## config.mk

```make
export PLATFORM = sky130hd
export DESIGN_NAME = disp_wr_arbiter
export DESIGN_NICKNAME = d
export VERILOG_FILES = /design/src/rtl/disp_arb_pkg.sv /design/src/rtl/disp_req_fifo.sv /design/src/rtl/disp_wr_arbiter.sv
export SDC_FILE = /design/constraint.sdc
export NUM_CORES = 1
export LEC_CHECK = 0
export CAP_MARGIN = 15
export CORE_UTILIZATION = 31
export CTS_CLUSTER_SIZE = 24
export DETAILED_ROUTE_END_ITERATION = 7
export GPL_ROUTABILITY_DRIVEN = 0
export GPL_TIMING_DRIVEN = 0
export PLACE_DENSITY = 0.53
export SLEW_MARGIN = 10
export SYNTH_ARGS = -nofsm -noshare
export SYNTH_HDL_FRONTEND = slang
export SYNTH_SLANG_ARGS = --single-unit
```

## constraint.sdc

```tcl
create_clock -name clk -period 7.55 [get_ports clk]
set_clock_uncertainty 0.1 [all_clocks]
set_input_delay 0.755 -clock clk [delete_from_list [all_inputs] [get_ports clk]]
set_output_delay 0.755 -clock clk [all_outputs]
set_load 0.02 [all_outputs]
```

## src/rtl/disp_arb_pkg.sv

```systemverilog
// Shared types and constants for the display write arbiter: requester indices,
// field widths, FSM states and the round-robin successor helper.
package disp_arb_pkg;

    localparam int N_REQ   = 3;
    localparam int REQ_TX  = 0;
    localparam int REQ_RX  = 1;
    localparam int REQ_ERR = 2;
    localparam int ADR_W   = 7;
    localparam int DAT_W   = 4;

    typedef enum logic [1:0] {
        ARB   = 2'd0,
        CLEAR = 2'd1
    } arb_state_e;

    typedef struct packed {
        logic [ADR_W-1:0] adr;
        logic [DAT_W-1:0] d;
    } disp_ent_t;

    // Next requester index in round-robin order, wrapping after the last one.
    function automatic logic [1:0] next_req(input logic [1:0] idx);
        return (idx >= 2'(N_REQ - 1)) ? 2'd0 : idx + 2'd1;
    endfunction

endpackage

```

## src/rtl/disp_req_fifo.sv

```systemverilog
// Per-requester synchronous FIFO of display writes. A push into a full FIFO is
// accepted only when a pop happens in the same cycle; flush empties it at the edge.
module disp_req_fifo
    import disp_arb_pkg::*;
#(
    parameter int unsigned DEPTH = 4
) (
    input  logic                     clk,
    input  logic                     rst_n,
    input  logic                     flush_i,
    input  logic                     push_i,
    input  logic                     pop_i,
    input  disp_ent_t                wdata_i,
    output disp_ent_t                rdata_o,
    output logic                     full_o,
    output logic                     empty_o,
    output logic [$clog2(DEPTH):0]   count_o
);

    localparam int unsigned PTR_W = $clog2(DEPTH);

    disp_ent_t        mem_q [DEPTH];
    logic [PTR_W-1:0] wr_ptr_q;
    logic [PTR_W-1:0] rd_ptr_q;
    logic [PTR_W:0]   count_q;
    logic             wr_en_s;
    logic             rd_en_s;

    assign empty_o = (count_q == {(PTR_W+1){1'b0}});
    assign full_o  = (count_q == (PTR_W+1)'(DEPTH));
    assign count_o = count_q;
    assign rdata_o = mem_q[rd_ptr_q];

    // Effective read/write strobes.
    always_comb begin
        rd_en_s = pop_i & ~empty_o;
        wr_en_s = push_i & (~full_o | rd_en_s);
    end

    // Pointers and occupancy.
    always_ff @(posedge clk) begin
        if (!rst_n || flush_i) begin
            wr_ptr_q <= {PTR_W{1'b0}};
            rd_ptr_q <= {PTR_W{1'b0}};
            count_q  <= {(PTR_W+1){1'b0}};
        end else begin
            if (wr_en_s) wr_ptr_q <= wr_ptr_q + 1'b1;
            if (rd_en_s) rd_ptr_q <= rd_ptr_q + 1'b1;
            case ({wr_en_s, rd_en_s})
                2'b10:   count_q <= count_q + 1'b1;
                2'b01:   count_q <= count_q - 1'b1;
                default: count_q <= count_q;
            endcase
        end
    end

    // Entry storage; contents are don't-care while the slot is not occupied.
    always_ff @(posedge clk) begin
        if (wr_en_s) mem_q[wr_ptr_q] <= wdata_i;
    end

endmodule

```

## src/rtl/disp_wr_arbiter.sv

```systemverilog
// Round-robin arbiter sharing the display write port between three buffered
// requesters, with a clear-screen sequencer and a registered output stage.
module disp_wr_arbiter
    import disp_arb_pkg::*;
#(
    parameter int unsigned      FIFO_DEPTH = 4,
    parameter logic [ADR_W-1:0] ADDR_MAX   = 7'd122,
    parameter logic [DAT_W-1:0] CLR_DATA   = 4'd0
) (
    input  logic                     clk,
    input  logic                     rst_n,
    input  logic [N_REQ-1:0]         i_en,
    input  logic [N_REQ-1:0]         i_req_flag,
    input  logic [N_REQ*ADR_W-1:0]   i_req_addr,
    input  logic [N_REQ*DAT_W-1:0]   i_req_data,
    input  logic                     i_clr,
    input  logic                     i_stat_clr,
    output logic                     o_disp_wen,
    output logic                     o_disp_men,
    output logic [ADR_W-1:0]         o_disp_adr,
    output logic [DAT_W-1:0]         o_disp_d,
    output logic                     o_clr_busy,
    output logic [N_REQ-1:0]         o_ovf,
    output logic [N_REQ-1:0]         o_drop_range
);

    localparam int CNT_W = $clog2(FIFO_DEPTH) + 1;

    arb_state_e                    state_q, state_d;
    logic [ADR_W-1:0]              clr_ptr_q, clr_ptr_d;
    logic [1:0]                    last_grant_q, last_grant_d;
    logic                          wen_q, wen_d;
    logic [ADR_W-1:0]              adr_q, adr_d;
    logic [DAT_W-1:0]              dat_q, dat_d;
    logic [N_REQ-1:0]              ovf_q, drop_q;

    disp_ent_t [N_REQ-1:0]         push_ent_s;
    disp_ent_t [N_REQ-1:0]         fifo_rdata_s;
    logic [N_REQ-1:0][CNT_W-1:0]   fifo_cnt_s;
    logic [N_REQ-1:0]              fifo_full_s, fifo_empty_s;
    logic [N_REQ-1:0]              push_s, pop_s, flush_s, eligible_s;
    logic [N_REQ-1:0]              ovf_set_s, drop_set_s;
    logic                          grant_vld_s;
    logic [1:0]                    grant_idx_s;
    logic                          unused_cnt_s;

    assign unused_cnt_s = ^fifo_cnt_s;

    for (genvar k = 0; k < N_REQ; k++) begin : g_fifo
        disp_req_fifo #(.DEPTH(FIFO_DEPTH)) u_fifo (
            .clk     (clk),
            .rst_n   (rst_n),
            .flush_i (flush_s[k]),
            .push_i  (push_s[k]),
            .pop_i   (pop_s[k]),
            .wdata_i (push_ent_s[k]),
            .rdata_o (fifo_rdata_s[k]),
            .full_o  (fifo_full_s[k]),
            .empty_o (fifo_empty_s[k]),
            .count_o (fifo_cnt_s[k])
        );
    end

    // Request qualification: range check, enable-driven flush and status events.
    always_comb begin
        push_ent_s = {N_REQ{{(ADR_W+DAT_W){1'b0}}}};
        push_s     = {N_REQ{1'b0}};
        drop_set_s = {N_REQ{1'b0}};
        for (int k = 0; k < N_REQ; k++) begin
            push_ent_s[k] = {i_req_addr[k*ADR_W +: ADR_W], i_req_data[k*DAT_W +: DAT_W]};
            if (push_ent_s[k].adr <= ADDR_MAX) begin
                push_s[k] = i_req_flag[k] & i_en[k];
            end else begin
                drop_set_s[k] = i_req_flag[k] & i_en[k];
            end
        end
        flush_s    = ~i_en;
        ovf_set_s  = push_s & fifo_full_s & ~pop_s;
        eligible_s = i_en & ~fifo_empty_s;
    end

    // Round-robin search starting after the last granted requester.
    always_comb begin
        logic [1:0] cand;
        grant_vld_s = 1'b0;
        grant_idx_s = last_grant_q;
        cand        = next_req(last_grant_q);
        for (int i = 0; i < N_REQ; i++) begin
            if (!grant_vld_s && eligible_s[cand]) begin
                grant_vld_s = 1'b1;
                grant_idx_s = cand;
            end else begin
                grant_vld_s = grant_vld_s;
            end
            cand = next_req(cand);
        end
        if (state_q == ARB && grant_vld_s) begin
            pop_s = {{(N_REQ-1){1'b0}}, 1'b1} << grant_idx_s;
        end else begin
            pop_s = {N_REQ{1'b0}};
        end
    end

    // Next state, clear pointer and the value loaded into the output register.
    always_comb begin
        state_d      = state_q;
        clr_ptr_d    = clr_ptr_q;
        last_grant_d = last_grant_q;
        wen_d        = 1'b1;
        adr_d        = {ADR_W{1'b0}};
        dat_d        = {DAT_W{1'b0}};
        case (state_q)
            ARB: begin
                if (grant_vld_s) begin
                    wen_d        = 1'b0;
                    adr_d        = fifo_rdata_s[grant_idx_s].adr;
                    dat_d        = fifo_rdata_s[grant_idx_s].d;
                    last_grant_d = grant_idx_s;
                end else begin
                    wen_d = 1'b1;
                end
                if (i_clr) begin
                    state_d   = CLEAR;
                    clr_ptr_d = {ADR_W{1'b0}};
                end else begin
                    state_d = ARB;
                end
            end
            CLEAR: begin
                wen_d = 1'b0;
                adr_d = clr_ptr_q;
                dat_d = CLR_DATA;
                if (i_clr) begin
                    clr_ptr_d = {ADR_W{1'b0}};
                end else if (clr_ptr_q == ADDR_MAX) begin
                    state_d   = ARB;
                    clr_ptr_d = {ADR_W{1'b0}};
                end else begin
                    clr_ptr_d = clr_ptr_q + 7'd1;
                end
            end
            default: begin
                state_d   = ARB;
                clr_ptr_d = {ADR_W{1'b0}};
            end
        endcase
    end

    // Control state and registered display port.
    always_ff @(posedge clk) begin
        if (!rst_n) begin
            state_q      <= ARB;
            clr_ptr_q    <= {ADR_W{1'b0}};
            last_grant_q <= 2'(REQ_ERR);
            wen_q        <= 1'b1;
            adr_q        <= {ADR_W{1'b0}};
            dat_q        <= {DAT_W{1'b0}};
        end else begin
            state_q      <= state_d;
            clr_ptr_q    <= clr_ptr_d;
            last_grant_q <= last_grant_d;
            wen_q        <= wen_d;
            adr_q        <= adr_d;
            dat_q        <= dat_d;
        end
    end

    // Sticky status; a new event in the clearing cycle keeps its bit set.
    always_ff @(posedge clk) begin
        if (!rst_n) begin
            ovf_q  <= {N_REQ{1'b0}};
            drop_q <= {N_REQ{1'b0}};
        end else begin
            ovf_q  <= (i_stat_clr ? {N_REQ{1'b0}} : ovf_q)  | ovf_set_s;
            drop_q <= (i_stat_clr ? {N_REQ{1'b0}} : drop_q) | drop_set_s;
        end
    end

    assign o_disp_wen   = wen_q;
    assign o_disp_men   = wen_q;
    assign o_disp_adr   = adr_q;
    assign o_disp_d     = dat_q;
    assign o_clr_busy   = (state_q == CLEAR);
    assign o_ovf        = ovf_q;
    assign o_drop_range = drop_q;

endmodule

```

==> reports/qor.yml <==
outcome:
  outcome: "finished clean"
worst_setup_path:
  endpoint_kind: "flop"
  setup.worst_path.start: "i_req_addr[12]"
  critPathCapture: "g_fifo[1].u_fifo.count_o[2]"
  critPathKind: "input pin to flop"
  cp_slowest_cell: "clkdlybuf4s50_1"
  worstReg2RegEnd: "g_fifo[1].u_fifo.count_o[2]"
  cp_max_fo: 8
  critPathRequiredTime_ps: 7800
  crit-reg2reg-launch: "g_fifo[0].u_fifo.count_o[2]"
  startpoint_type: "input pin"
  path_cells: "clkdlybuf4s50_1 > nand4_1 > o211ai_1 > a21oi_1 > inv_1 > ha_1 > inv_1 > fa_1 > xor2_1 > or3_1 > a21oi_1"
  worstPathArrival_ps: 3650
  r2r_cells: 10
  regToRegSetupSlack_ps: 4460
  critPathMaxStageDelay_ps: 570
route:
  vias_per_cell: 4.97
  drcViolationCount: 0
  vias: 4729
  dr.pass1.iters: 4
  avgRoutedWirePerCell_um: 17.9
  drtIter0Drc: 284
  drt-total-wl_um: 17000
  final_antenna_net_count: 0
clock_network:
  cts.repair.resized: 0
  numCtsBuffers: 17
  cts.sinks: 187
  clk_latency_ps: 430
  path_clk_slew_ps: 70
  cts_tree: "yes"
  clk_path_buf_depth: 2
  cts_setup_buffers: 0
  hold_buffers: 0
  cts-root-buf: "clkbuf_16"
  cts.htree.levels: 4
synthesis:
  synthMuxAreaShare: 0.103
  synth.avg_cell_area_um2: 14.7
  syn_inst: 535
  netlist_top_cells_count: "edfxtp_1 (132), dfxtp_1 (55), a21oi_1 (33), mux4_2 (33), nand3_1 (29)"
  yosys.area.top_type_share: 0.505
  async_reset_ff_frac: 0
  yosys.area_share.simple: 0.0866
  yosys-top-cells-area: "edfxtp_1 (51%), dfxtp_1 (14%), mux4_2 (9.5%)"
  synth-compound-area-share: 0.101
  synth-xor-area-share: 0.00893
  synth_top_family_by_area: "multiplexers"
  synth_largest_area_cell: "edfxtp_1"
  ys_ff_latch: 187
  synth_most_common_cell: "edfxtp_1"
  ys_seq_area_frac: 0.646
  ys.flop_type: "edfxtp_1"
  synth_cell_types: 54
  syn_nets: 597
  ys_warn_count: 0
  synthAdderAreaFrac: 0.0332
  synth_edf_count: 132
  synth_area_mm2: 0.00785
sta:
  grt_setup_unrepaired: "false"
  hold_viol_final: 0
  worstMarginPinSlew_ps: 746
  setup_tns_ps: 0
  slew_headroom: 0.499
  fmax_mhz: 294
  fin_crit_sh: 0.450
  setup_viol: 0
  final-max-slew-violation-count: 0
  period_minus_slack_ps: 3400
floorplan:
  initial_core_util: 0.319
  dieArea_mm2: 0.0260
  dieWidth_um: 161
  pin_count: 63
  core-area_mm2: 0.0246
  rows: 57
  fp.dieH_um: 161
run:
  cap_violations: 0
min_path:
  hold_class: "flop to flop"
  whs_path_depth: 2
grt:
  grt_pass1_vias: 4824
  grt_pass1_wl_um: 26600
  grt_use_total: 0.138
  grt_start_max_net_pins: 21
  antenna_found_initial: 0
  grt_overflow: 0
finish:
  area_growth_pct: 20.8
  stdcell_count: 952
  drive_above_1_share: 0.167
  final_nets: 677
  n_antenna_cell: 0
  fin_area_mm2: 0.00948
pwr:
  ir_drop_mv: 0.120
  p_leak_nw: 3.11
  powerDensity_mw_per_mm2: 229
placed_design:
  dpl.hpwl_um: 12300
  io_buffers: 61
  placed_area_mm2: 0.00886
  dp.cells: 920
==> how the worst min path moves through the flow <==
stage / slack (ps) / to / startpoint
floorplan: 360 / flop / g_fifo[0].u_fifo.rd_ptr_q[1]
global placement: 380 / g_fifo[0].u_fifo.rd_ptr_q[1] / g_fifo[0].u_fifo.rd_ptr_q[1]
detailed placement: 380 / o_ovf[1] / o_ovf[1]
CTS: 390 / o_ovf[1] / o_ovf[1]
global route: 420 / o_ovf[1] / o_ovf[1]
finish: 390 / o_ovf[1] / o_ovf[1]
==> where the power goes <==
group          switching [mW]  internal [mW]
Sequential            0.00781           1.11
Combinational          0.0835         0.0639
Clock                   0.426          0.479
Total                   0.517           1.66
==> cell usage in the layout (no fill, tap or decap), drive strengths merged, types with 3 or more instances in the layout <==
master | Yosys | routed
ha | 16 | 16
nand3 | 29 | 29
nor2 | 27 | 27
nand3b | 4 | 4
o31ai | 3 | 3
o21ai | 26 | 26
a32oi | 3 | 3
clkbuf | 11 | 28
mux4 | 33 | 33
a31oi | 3 | 3
mux2i | 4 | 4
a21boi | 3 | 3
clkdlybuf4s50 | 0 | 61
nand4 | 7 | 7
nor3 | 8 | 8
dfxtp | 55 | 55
fa | 3 | 3
a31o | 9 | 9
inv | 25 | 34
buf | 7 | 7
nor2b | 6 | 6
and2 | 9 | 9
edfxtp | 132 | 132
a21o | 4 | 4
nand2 | 19 | 19
or3 | 4 | 4
xor2 | 6 | 6
o221a | 7 | 7
clkinv | 0 | 5
and3 | 12 | 12
a21oi | 33 | 33
a211o | 3 | 3
==> cell families after synthesis <==
logic type | after synthesis
flops | 187
buf+inv | 43
xor+xnor | 8
compound gates | 108
mux | 39
simple gates | 131
fa+ha+maj | 19
==> state kept, by name, summed over array words and instances (netlist names), named ones only <==
register                count
g_fifo.u_fifo.count_o       9
o_ovf                       3
o_disp_d                    4
last_grant_q                2
o_disp_men                  1
clr_ptr_q                   7
o_drop_range                3
o_disp_adr                  7
state_q                     1
g_fifo.u_fifo.mem_q       132
g_fifo.u_fifo.rd_ptr_q      6
g_fifo.u_fifo.wr_ptr_q      6
==> final cells by class <==
cell class	instances	area [µm²]
multi-input combinational	305	2610
inverter	25	93.8
tap	324	405
fill	2298	15100
sequential	187	5060
buffer	18	80.1
clock buffer	17	425
timing repair buffer	61	611
clock inverter	15	190
==> layer usage <==
layer	up-vias	global-route usage	wire, µm
met5	-	0	0
met2	91	0.217	8020
met3	27	0.0277	549
met1	2376	0.183	7970
met4	0	0.0630	469
li1	2235	-	-
==> per-stage QoR <==
stage	util	hold WS, ps	power (mW)	setup WS [ps]
floorplan	-	359	1.22	4590
global placement	0.360	380	1.29	3880
detailed placement	0.360	383	1.29	3720
CTS	0.385	394	2.19	4170
global route	0.385	421	2.24	3950
finish	0.385	385	2.17	4150
==> worst max-delay path, delay by kind of cell <==
| kind | cells | cell delay, ps |
|---|---|---|
| AO/OA/AOI/OAI | 3 | 890 |
| XOR/XNOR | 1 | 170 |
| adder cells (fa/ha/maj) | 2 | 560 |
| buffers and inverters | 3 | 730 |
| AND/OR/NAND/NOR | 2 | 540 |
No activity file was read; power rests on OpenSTA's default activity.
